`config.mk`:
```
export PLATFORM = sky130hd
export DESIGN_NAME = instr_fetch_unit
export DESIGN_NICKNAME = d
export VERILOG_FILES = /design/src/rtl/instr_fetch_unit.sv
export SDC_FILE = /design/constraint.sdc
export NUM_CORES = 1
export LEC_CHECK = 0
export ABC_AREA = 0
export CAP_MARGIN = 20
export CORE_MARGIN = 8
export CORE_UTILIZATION = 60
export CTS_CLUSTER_SIZE = 8
export DETAILED_ROUTE_END_ITERATION = 12
export MAX_ROUTING_LAYER = met4
export PLACE_DENSITY = 0.85
export SYNTH_ARGS = -nofsm -noshare
export SYNTH_HDL_FRONTEND = slang
export SYNTH_SLANG_ARGS = --single-unit
export TNS_END_PERCENT = 50
```
`constraint.sdc`:
```
create_clock -name clk -period 5.72 [get_ports clk]
set_input_delay 0.572 -clock clk [delete_from_list [all_inputs] [get_ports clk]]
set_output_delay 0.572 -clock clk [all_outputs]
set_load 0.03 [all_outputs]
```
`src/rtl/instr_fetch_unit.sv`:
```
// Instruction fetch unit: PC, single-outstanding imem port and an instruction FIFO for the decoder.
// Define IFU_BYPASS_EN to forward a response straight to the decoder when the FIFO is empty.
module instr_fetch_unit #(
    parameter logic [31:0] RESET_PC   = 32'h0000_0000,
    parameter int          FIFO_DEPTH = 4
) (
    input  logic        clk,
    input  logic        rst_n,
    output logic        imem_req,
    output logic [31:0] imem_addr,
    input  logic        imem_gnt,
    input  logic        imem_rvalid,
    input  logic [31:0] imem_rdata,
    input  logic        redirect_valid,
    input  logic [31:0] redirect_pc,
    output logic        instr_valid,
    output logic [31:0] instr,
    output logic [31:0] instr_pc,
    input  logic        instr_ready
);
    localparam int PTR_W = $clog2(FIFO_DEPTH);
    localparam int CNT_W = PTR_W + 1;
    localparam logic [CNT_W-1:0] DEPTH_C = CNT_W'(FIFO_DEPTH);

    localparam logic [1:0] ST_IDLE = 2'd0;
    localparam logic [1:0] ST_REQ  = 2'd1;
    localparam logic [1:0] ST_WAIT = 2'd2;

    logic [1:0]       state_reg, state_next;
    logic [31:0]      pc_reg, pc_next;
    logic [31:0]      req_pc_reg, req_pc_next;
    logic             kill_reg, kill_next;
    logic [CNT_W-1:0] count_reg, count_next;
    logic [PTR_W-1:0] rd_ptr_reg, wr_ptr_reg;
    logic             imem_req_reg;
    logic [31:0]      imem_addr_reg;
    logic [31:0]      fifo_instr_mem [FIFO_DEPTH];
    logic [31:0]      fifo_pc_mem    [FIFO_DEPTH];

    logic fifo_valid, resp_ok, bypass_take, push, pop;
    logic [1:0] redirect_low_unused;

    assign redirect_low_unused = redirect_pc[1:0];
    assign fifo_valid = (count_reg != '0);
    // A response is usable only while waiting for it, not killed, and not racing a redirect.
    assign resp_ok    = (state_reg == ST_WAIT) && imem_rvalid && !kill_reg && !redirect_valid;

`ifdef IFU_BYPASS_EN
    logic bypass_valid;
    assign bypass_valid = resp_ok && !fifo_valid;
    assign bypass_take  = bypass_valid && instr_ready;
`else
    assign bypass_take  = 1'b0;
`endif

    assign push = resp_ok && !bypass_take;
    assign pop  = fifo_valid && instr_ready && !redirect_valid;

    always_comb begin
        state_next  = state_reg;
        pc_next     = pc_reg;
        req_pc_next = req_pc_reg;
        kill_next   = kill_reg;
        count_next  = count_reg + CNT_W'(push) - CNT_W'(pop);
        case (state_reg)
            ST_IDLE: begin
                if (count_reg < DEPTH_C) state_next = ST_REQ;
            end
            ST_REQ: begin
                if (imem_gnt) begin
                    state_next  = ST_WAIT;
                    req_pc_next = imem_addr_reg;
                    // A killed request was issued from the old stream; pc already holds the target.
                    if (!kill_reg) pc_next = pc_reg + 32'd4;
                end
            end
            ST_WAIT: begin
                if (imem_rvalid) begin
                    kill_next  = 1'b0;
                    state_next = (count_next < DEPTH_C) ? ST_REQ : ST_IDLE;
                end
            end
            default: state_next = ST_IDLE;
        endcase
        if (redirect_valid) begin
            count_next = '0;
            pc_next    = {redirect_pc[31:2], 2'b00};
            case (state_reg)
                ST_IDLE: state_next = ST_REQ;
                ST_REQ:  kill_next  = 1'b1;
                ST_WAIT: begin
                    if (imem_rvalid) state_next = ST_REQ;
                    else             kill_next  = 1'b1;
                end
                default: state_next = ST_IDLE;
            endcase
        end
    end

    always_ff @(posedge clk or negedge rst_n) begin
        if (!rst_n) begin
            state_reg     <= ST_IDLE;
            pc_reg        <= RESET_PC;
            req_pc_reg    <= RESET_PC;
            kill_reg      <= 1'b0;
            count_reg     <= '0;
            rd_ptr_reg    <= '0;
            wr_ptr_reg    <= '0;
            imem_req_reg  <= 1'b0;
            imem_addr_reg <= RESET_PC;
        end else begin
            state_reg    <= state_next;
            pc_reg       <= pc_next;
            req_pc_reg   <= req_pc_next;
            kill_reg     <= kill_next;
            count_reg    <= count_next;
            imem_req_reg <= (state_next == ST_REQ);
            // Address is latched only on entry to REQ so it stays stable until granted.
            if (state_next == ST_REQ && state_reg != ST_REQ) imem_addr_reg <= pc_next;
            if (redirect_valid) begin
                rd_ptr_reg <= '0;
                wr_ptr_reg <= '0;
            end else begin
                if (push) wr_ptr_reg <= wr_ptr_reg + PTR_W'(1);
                if (pop)  rd_ptr_reg <= rd_ptr_reg + PTR_W'(1);
            end
        end
    end

    always_ff @(posedge clk) begin
        if (push) begin
            fifo_instr_mem[wr_ptr_reg] <= imem_rdata;
            fifo_pc_mem[wr_ptr_reg]    <= req_pc_reg;
        end
    end

    assign imem_req  = imem_req_reg;
    assign imem_addr = imem_addr_reg;

    always_comb begin
        instr_valid = fifo_valid;
        instr       = 32'd0;
        instr_pc    = 32'd0;
        if (fifo_valid) begin
            instr    = fifo_instr_mem[rd_ptr_reg];
            instr_pc = fifo_pc_mem[rd_ptr_reg];
        end
`ifdef IFU_BYPASS_EN
        else if (bypass_valid) begin
            instr_valid = 1'b1;
            instr       = imem_rdata;
            instr_pc    = req_pc_reg;
        end
`endif
    end
endmodule

```
==> flow_metrics.py, run 1 <==
metrics = {
    "synth": {
        "synth_edf_count": 256,
        "synthFlopType": "edfxtp_1",
        "netlist-cell-type-count": 55,
        "yosys_warnings": 0,
        "syn_inst": 840,
        "synth_seq_cells": 363,
        "syn_area_um2": 14700,
        "synthArstFlopShare_pct": 29.5,
        "syn_area_per_cell_um2": 17.5,
        "yosysSeqAreaShare_pct": 70.7,
        "synthesis.nets": 922,
    },
    "power_and_ir_drop": {
        "clockPowerShare_pct": 30.1,
        "power.net_switching_mw": 2.79,
        "powerDensity_nw_per_um2": 500,
        "p_leak_nw": 6.28,
        "p_sw_share_pct": 30.8,
        "seqPwrFrac_pct": 39.8,
        "p_comb_share_pct": 30.0,
        "internal-power_mw": 6.26,
        "ir_drop_mv": 0.309,
        "finalPower_mw": 9.05,
    },
    "critical_path": {
        "path_delay_family": "simple AND/OR/NAND/NOR gates",
        "crit_arrival_ns": 4.66,
        "critical_path.most_common_cell": "inv_1",
        "worstPathMaxFanout": 20,
        "worst_ep_required_time_ns": 6.12,
        "cp_num_buf_inv": 5,
        "cp-startpoint": "state_reg[0]",
        "worstPathCellList": "inv_1, ha_1, nand2_1, nor3_1, inv_1, ha_1, inv_1, ha_1, inv_1, fa_1, xnor3_1, nor2_1, o2bb2ai_1, and3_1, buf_12, mux2_2",
        "end_kind": "flop",
        "crit_type": "reg -> reg",
        "slowest_stage": "and3_1",
        "cpPeakStageDelay_ns": 0.69,
        "cp-start-kind": "flop",
        "reg2reg_from": "state_reg[0]",
    },
    "worst_hold_path": {
        "hp-class": "in -> async",
    },
    "sta": {
        "hold_viol": 0,
        "maxSlewHeadroom_pct": 29.2,
        "rsz0062_at_grt": "false",
        "fin_crit_sh_pct": 74.4,
        "maxClockFrequency_mhz": 235,
        "finalSetupViolCount": 0,
        "setup_tns_ns": 0,
        "worstMarginPinSlew_ns": 1.06,
        "clock_skew_ns": 0.0143,
        "holdWs_ns": 0.112,
        "fin_crit_ns": 4.25,
        "slew_violations": 0,
    },
    "status": {
        "status": "finished clean",
    },
    "finish": {
        "nFillCells": 1399,
        "reg.largest.list": "fifo_instr_mem: 128 flops, fifo_pc_mem: 128 flops",
        "area_growth_pct": 23.3,
        "layout_commonest_cell": "edfxtp_1",
        "layout.nets": 1106,
        "multi_input_area_um2": 4060,
        "drive_gt1_share_pct": 19.5,
        "num_antenna_cells": 0,
        "layout_common_cells": "edfxtp_1, clkdlybuf4s50_1, dfrtp_1",
        "seq_area_um2": 10400,
    },
    "global_routing": {
        "grt_usage_pct": 21.8,
        "grt_antenna_before_repair": 0,
        "overflow": 0,
        "grt_pass1_wl_um": 48000,
        "grt_pass1_vias": 8557,
        "grt_max_degree": 67,
    },
    "route": {
        "routed_wirelength_um": 30700,
        "antenna_left": 0,
        "wl_per_cell_um": 22.1,
        "dr_wl_met2_um": 15000,
        "first_pass_iters": 7,
        "highest_layer": "met4",
        "wl_met1_um": 13000,
        "wl_met3_um": 1880,
        "drc": 0,
        "vias": 8157,
        "dr.first_iter.drc_count": 694,
        "vias_per_cell": 5.88,
    },
    "floorplan": {
        "core-area_um2": 24200,
        "initial_utilization_pct": 60.7,
        "num_rows": 57,
        "die_w_um": 172,
        "die_area_um2": 29700,
        "die_y_um": 172,
        "io_pins": 168,
    },
    "flow_run": {
        "drv_cap": 0,
    },
    "clock_tree": {
        "cts_buffers": 51,
        "cts_root_buffer": "clkbuf_16",
        "cts_resized": 0,
        "insertion_delay_ns": 0.53,
        "cts_buffer_depth": 3,
        "holdBufCountCts": 0,
        "cts_tree": "built",
        "cts_setup_buffers": 0,
        "clk_pin_slew_worst_paths_ns": 0.05,
        "htreeDepth": 2,
        "clock_sinks": 363,
    },
    "placed_design": {
        "portBuffers": 165,
        "place.gp.congestion": 0.886,
        "dpl.hpwl_um": 18100,
    },
}
[synthesized netlist by cell type, types with 4 or more instances]
library cell	n	area share [%]
mux2_2	66	5.1
mux4_2	64	9.8
a21oi_1	7	0.24
a31oi_1	11	0.47
nand2_1	32	0.82
and4_1	4	0.24
nand4_1	13	0.55
edfxtp_1	256	52
nand3_1	14	0.48
nor2_1	24	0.61
o211ai_1	6	0.31
or3_1	5	0.21
xor2_1	6	0.36
nor2b_1	4	0.17
nor4_1	8	0.34
or4_1	9	0.46
inv_1	15	0.38
and2_1	71	3.0
ha_1	11	0.94
xnor2_1	8	0.48
clkbuf_1	22	0.56
dfrtp_1	107	18
buf_1	12	0.31
o21ai_0	13	0.44
nor3_1	7	0.24
[routing by layer]
layer | GRT usage (%) | vias to the layer above
li1 | - | 3638
met1 | 28.4 | 4165
met2 | 34.5 | 299
met3 | 3.93 | 55
met4 | 7.38 | 0
met5 | - | -
[metrics by stage]
stage	util [%]	worst slack (ns)	cell area, um2	cells
floorplan	-	1.64	14700	840
global placement	68.7	1.38	16600	1295
detailed placement	68.7	1.23	16600	1295
CTS	74.8	1.50	18100	1388
global route	74.8	1.22	18100	1388
finish	74.8	1.47	18100	1388
[cell type report]
cell class | instances | area share, %
Clock buffer | 92 | 8.14
Clock inverter | 1 | 0.0346
Inverter | 15 | 0.311
Multi-Input combinational cell | 420 | 22.4
Sequential cell | 363 | 57.3
Tap cell | 324 | 2.24
Timing Repair Buffer | 173 | 9.49
[power groups by stage]
stage	Clock [mW]	Sequential, mW	Combinational (mW)
after floorplan	0	3.69	1.62
after global placement	0	3.63	2.68
after detailed placement	0	3.66	2.74
after CTS	2.78	3.61	2.76
after global routing	2.90	3.66	2.88
final	2.73	3.61	2.72
[kinds of logic after synthesis]
kind of cell,after synthesis,share of synthesized area (%)
DFF,363,70.7
AOI/OAI and AO/OA,52,2.32
and+or+nand+nor,210,8.25
adders and majority gates,12,1.07
buffers and inverters,57,1.74
xor gates and xnor gates,15,0.990
muxes,131,15.0
[final timing paths]
| path | cells after the start | slack [ns] | to |
|---|---|---|---|
| max in group asynchronous | 2 | 4.48 | pc_reg[12] |
| worst max register to register | 16 | 1.47 | imem_addr[1] |
| worst min register to register | 0 | 0.51 | fifo_pc_mem[3][5] |
| worst min-delay path | 1 | 0.11 | req_pc_reg[25] |
| worst max-delay path | 16 | 1.47 | imem_addr[1] |
| min in group clk | 2 | 0.36 | rd_ptr_reg[1] |
Note: power is estimated with default switching activity, not from simulation.
==> run 2: changes to the inputs <==
--- a/config.mk
+++ b/config.mk
@@ -8,11 +8,11 @@
 export ABC_AREA = 0
 export CAP_MARGIN = 20
 export CORE_MARGIN = 8
-export CORE_UTILIZATION = 60
+export CORE_UTILIZATION = 56
 export CTS_CLUSTER_SIZE = 8
 export DETAILED_ROUTE_END_ITERATION = 12
 export MAX_ROUTING_LAYER = met4
-export PLACE_DENSITY = 0.85
+export PLACE_DENSITY = 0.8
 export SYNTH_ARGS = -nofsm -noshare
 export SYNTH_HDL_FRONTEND = slang
 export SYNTH_SLANG_ARGS = --single-unit
==> constraint.sdc (replaced) <==
create_clock -name clk -period 4.1 [get_ports clk]
set_input_delay 0.41 -clock clk [delete_from_list [all_inputs] [get_ports clk]]
set_output_delay 0.41 -clock clk [all_outputs]
set_load 0.03 [all_outputs]
==> run 2 against run 1 <==
Against the previous run: hold slack worse by 0.086 ns; clock power up 36%; wire length down 0.64%; highest routed layer unchanged.
==> flow_metrics.py, run 2 (synthesis gave the netlist of run 1 again) <==
metrics = {
    "power_and_ir_drop": {
        "p_sw_share_pct": 30.9,
        "internal-power_mw": 8.65,
        "p_leak_nw": 6.27,
        "ir_drop_mv": 0.553,
        "powerDensity_nw_per_um2": 692,
        "clockPowerShare_pct": 29.7,
        "power.net_switching_mw": 3.87,
        "p_comb_share_pct": 30.6,
        "finalPower_mw": 12.5,
        "seqPwrFrac_pct": 39.7,
    },
    "critical_path": {
        "path_delay_family": "adder cells",
        "worstPathMaxFanout": 19,
        "slowest_stage": "dfrtp_1",
        "cp_num_buf_inv": 5,
        "cp-start-kind": "flop",
        "r2r_slack_ns": 0.58,
        "worst_ep_required_time_ns": 4.51,
        "crit_type": "reg -> reg",
        "crit_arrival_ns": 3.93,
        "end_kind": "flop",
        "cpPeakStageDelay_ns": 0.41,
        "critical_path.most_common_cell": "inv_1",
        "worstPathCellList": "inv_1, ha_1, nand2_1, nor3_1, inv_1, ha_1, inv_1, ha_1, inv_1, fa_1, xnor3_1, nor2_1, o2bb2ai_1, and3_1, buf_4, mux2_2",
    },
    "finish": {
        "stdcell_area_um2": 18100,
        "area_growth_pct": 23.3,
        "layout_commonest_cell": "edfxtp_1",
        "layout.nets": 1109,
        "num_antenna_cells": 0,
        "final_util_pct": 69.8,
        "reg.largest.list": "fifo_instr_mem: 128 flops, fifo_pc_mem: 128 flops",
        "nFillCells": 1722,
        "drive_gt1_share_pct": 19.7,
        "layout_common_cells": "edfxtp_1, clkdlybuf4s50_1, dfrtp_1",
    },
    "clock_tree": {
        "cts_tree": "built",
        "htreeDepth": 2,
        "holdBufCountCts": 0,
        "cts_root_buffer": "clkbuf_16",
        "cts_setup_buffers": 0,
        "clk_pin_slew_worst_paths_ns": 0.05,
        "cts_buffer_depth": 3,
        "cts_buffers": 51,
        "insertion_delay_ns": 0.53,
        "clock_sinks": 363,
        "cts_resized": 0,
    },
    "sta": {
        "finalSetupViolCount": 0,
        "slew_violations": 0,
        "rsz0062_at_grt": "false",
        "clock_skew_ns": 0.0167,
        "fin_crit_sh_pct": 86.0,
        "fin_crit_ns": 3.52,
        "setup_tns_ns": 0,
        "hold_viol": 0,
        "maxClockFrequency_mhz": 284,
        "maxSlewHeadroom_pct": 29.9,
        "fin_ws_ns": 0.576,
        "worstMarginPinSlew_ns": 1.05,
    },
    "route": {
        "first_pass_iters": 5,
        "vias_per_cell": 5.83,
        "routed_wirelength_um": 30500,
        "drc": 0,
        "dr.first_iter.drc_count": 590,
        "antenna_left": 0,
        "vias": 8167,
        "wl_per_cell_um": 21.7,
    },
    "placed_design": {
        "dpl.hpwl_um": 17800,
        "place.gp.congestion": 0.906,
        "place_ws_ns": 0.448,
        "placed_area_um2": 16600,
        "portBuffers": 165,
    },
    "global_routing": {
        "overflow": 0,
        "grt_antenna_before_repair": 0,
        "grt_pass1_wl_um": 48000,
        "grt_usage_pct": 20.2,
        "grt_max_degree": 72,
        "grt_pass1_vias": 8433,
    },
    "floorplan": {
        "die_y_um": 178,
        "die_w_um": 178,
        "core-area_um2": 25900,
        "io_pins": 168,
        "die_area_um2": 31600,
        "initial_utilization_pct": 56.6,
        "num_rows": 59,
    },
    "flow_run": {
        "drv_cap": 0,
    },
    "worst_hold_path": {
        "hp-class": "in -> async",
    },
    "status": {
        "status": "finished clean",
    },
}
[run 2: worst paths after layout]
check	endpoint	startpoint	depth (start not counted)
worst max-delay path	imem_addr[22]	state_reg[0]	16
worst min-delay path	req_pc_reg[25]	rst_n	1
worst max register to register	imem_addr[22]	state_reg[0]	16
worst min register to register	pc_reg[0]	pc_reg[0]	1
max in group asynchronous	req_pc_reg[7]	rst_n	2
min in group clk	wr_ptr_reg[1]	redirect_valid	2
[run 2: layer usage]
layer | part of all wire, % | vias to the layer above | global-route usage [%]
li1 | - | 3650 | -
met1 | 43 | 4181 | 27.1
met2 | 49 | 291 | 32.4
met3 | 5.7 | 45 | 3.11
met4 | 1.6 | 0 | 4.86
met5 | 0 | - | -
[run 2: area by class of cell]
| type | instances | area [um2] | area share (%) |
|---|---|---|---|
| sequential | 363 | 10400 | 57.3 |
| timing repair buffer | 176 | 1740 | 9.61 |
| clock inverter | 2 | 16.3 | 0.0899 |
| clock buffer | 91 | 1430 | 7.89 |
| multi-input combinational | 420 | 4060 | 22.4 |
| inverter | 15 | 56.3 | 0.311 |
| tap | 335 | 419 | 2.32 |
[run 2: worst register-to-register path: cells and delay by family, from the launching register on]
family,cells,cell delay (ns)
and+or+nand+nor,4,0.66
AOI/OAI and AO/OA,1,0.19
DFF,1,0.41
xor gates and xnor gates,1,0.20
muxes,1,0.38
adders and majority gates,4,0.98
buffers and inverters,5,0.59
[run 2: power groups by stage]
stage	clock (mW)	combinational, mW	sequential (mW)
finish	3.72	3.83	4.97
global route	3.95	4.07	5.03
global placement	0	3.83	5.01
CTS	3.80	3.91	4.97
floorplan	0	2.26	5.15
detailed placement	0	3.89	5.04
[run 2: per-stage QoR]
stage	hold slack (ns)	instances
2_1_floorplan	0.114	840
4_1_cts	0.0541	1402
5_1_grt	0.0917	1402
3_3_place_gp	0.485	1309
6_report	0.0263	1402
3_5_place_dp	0.500	1309
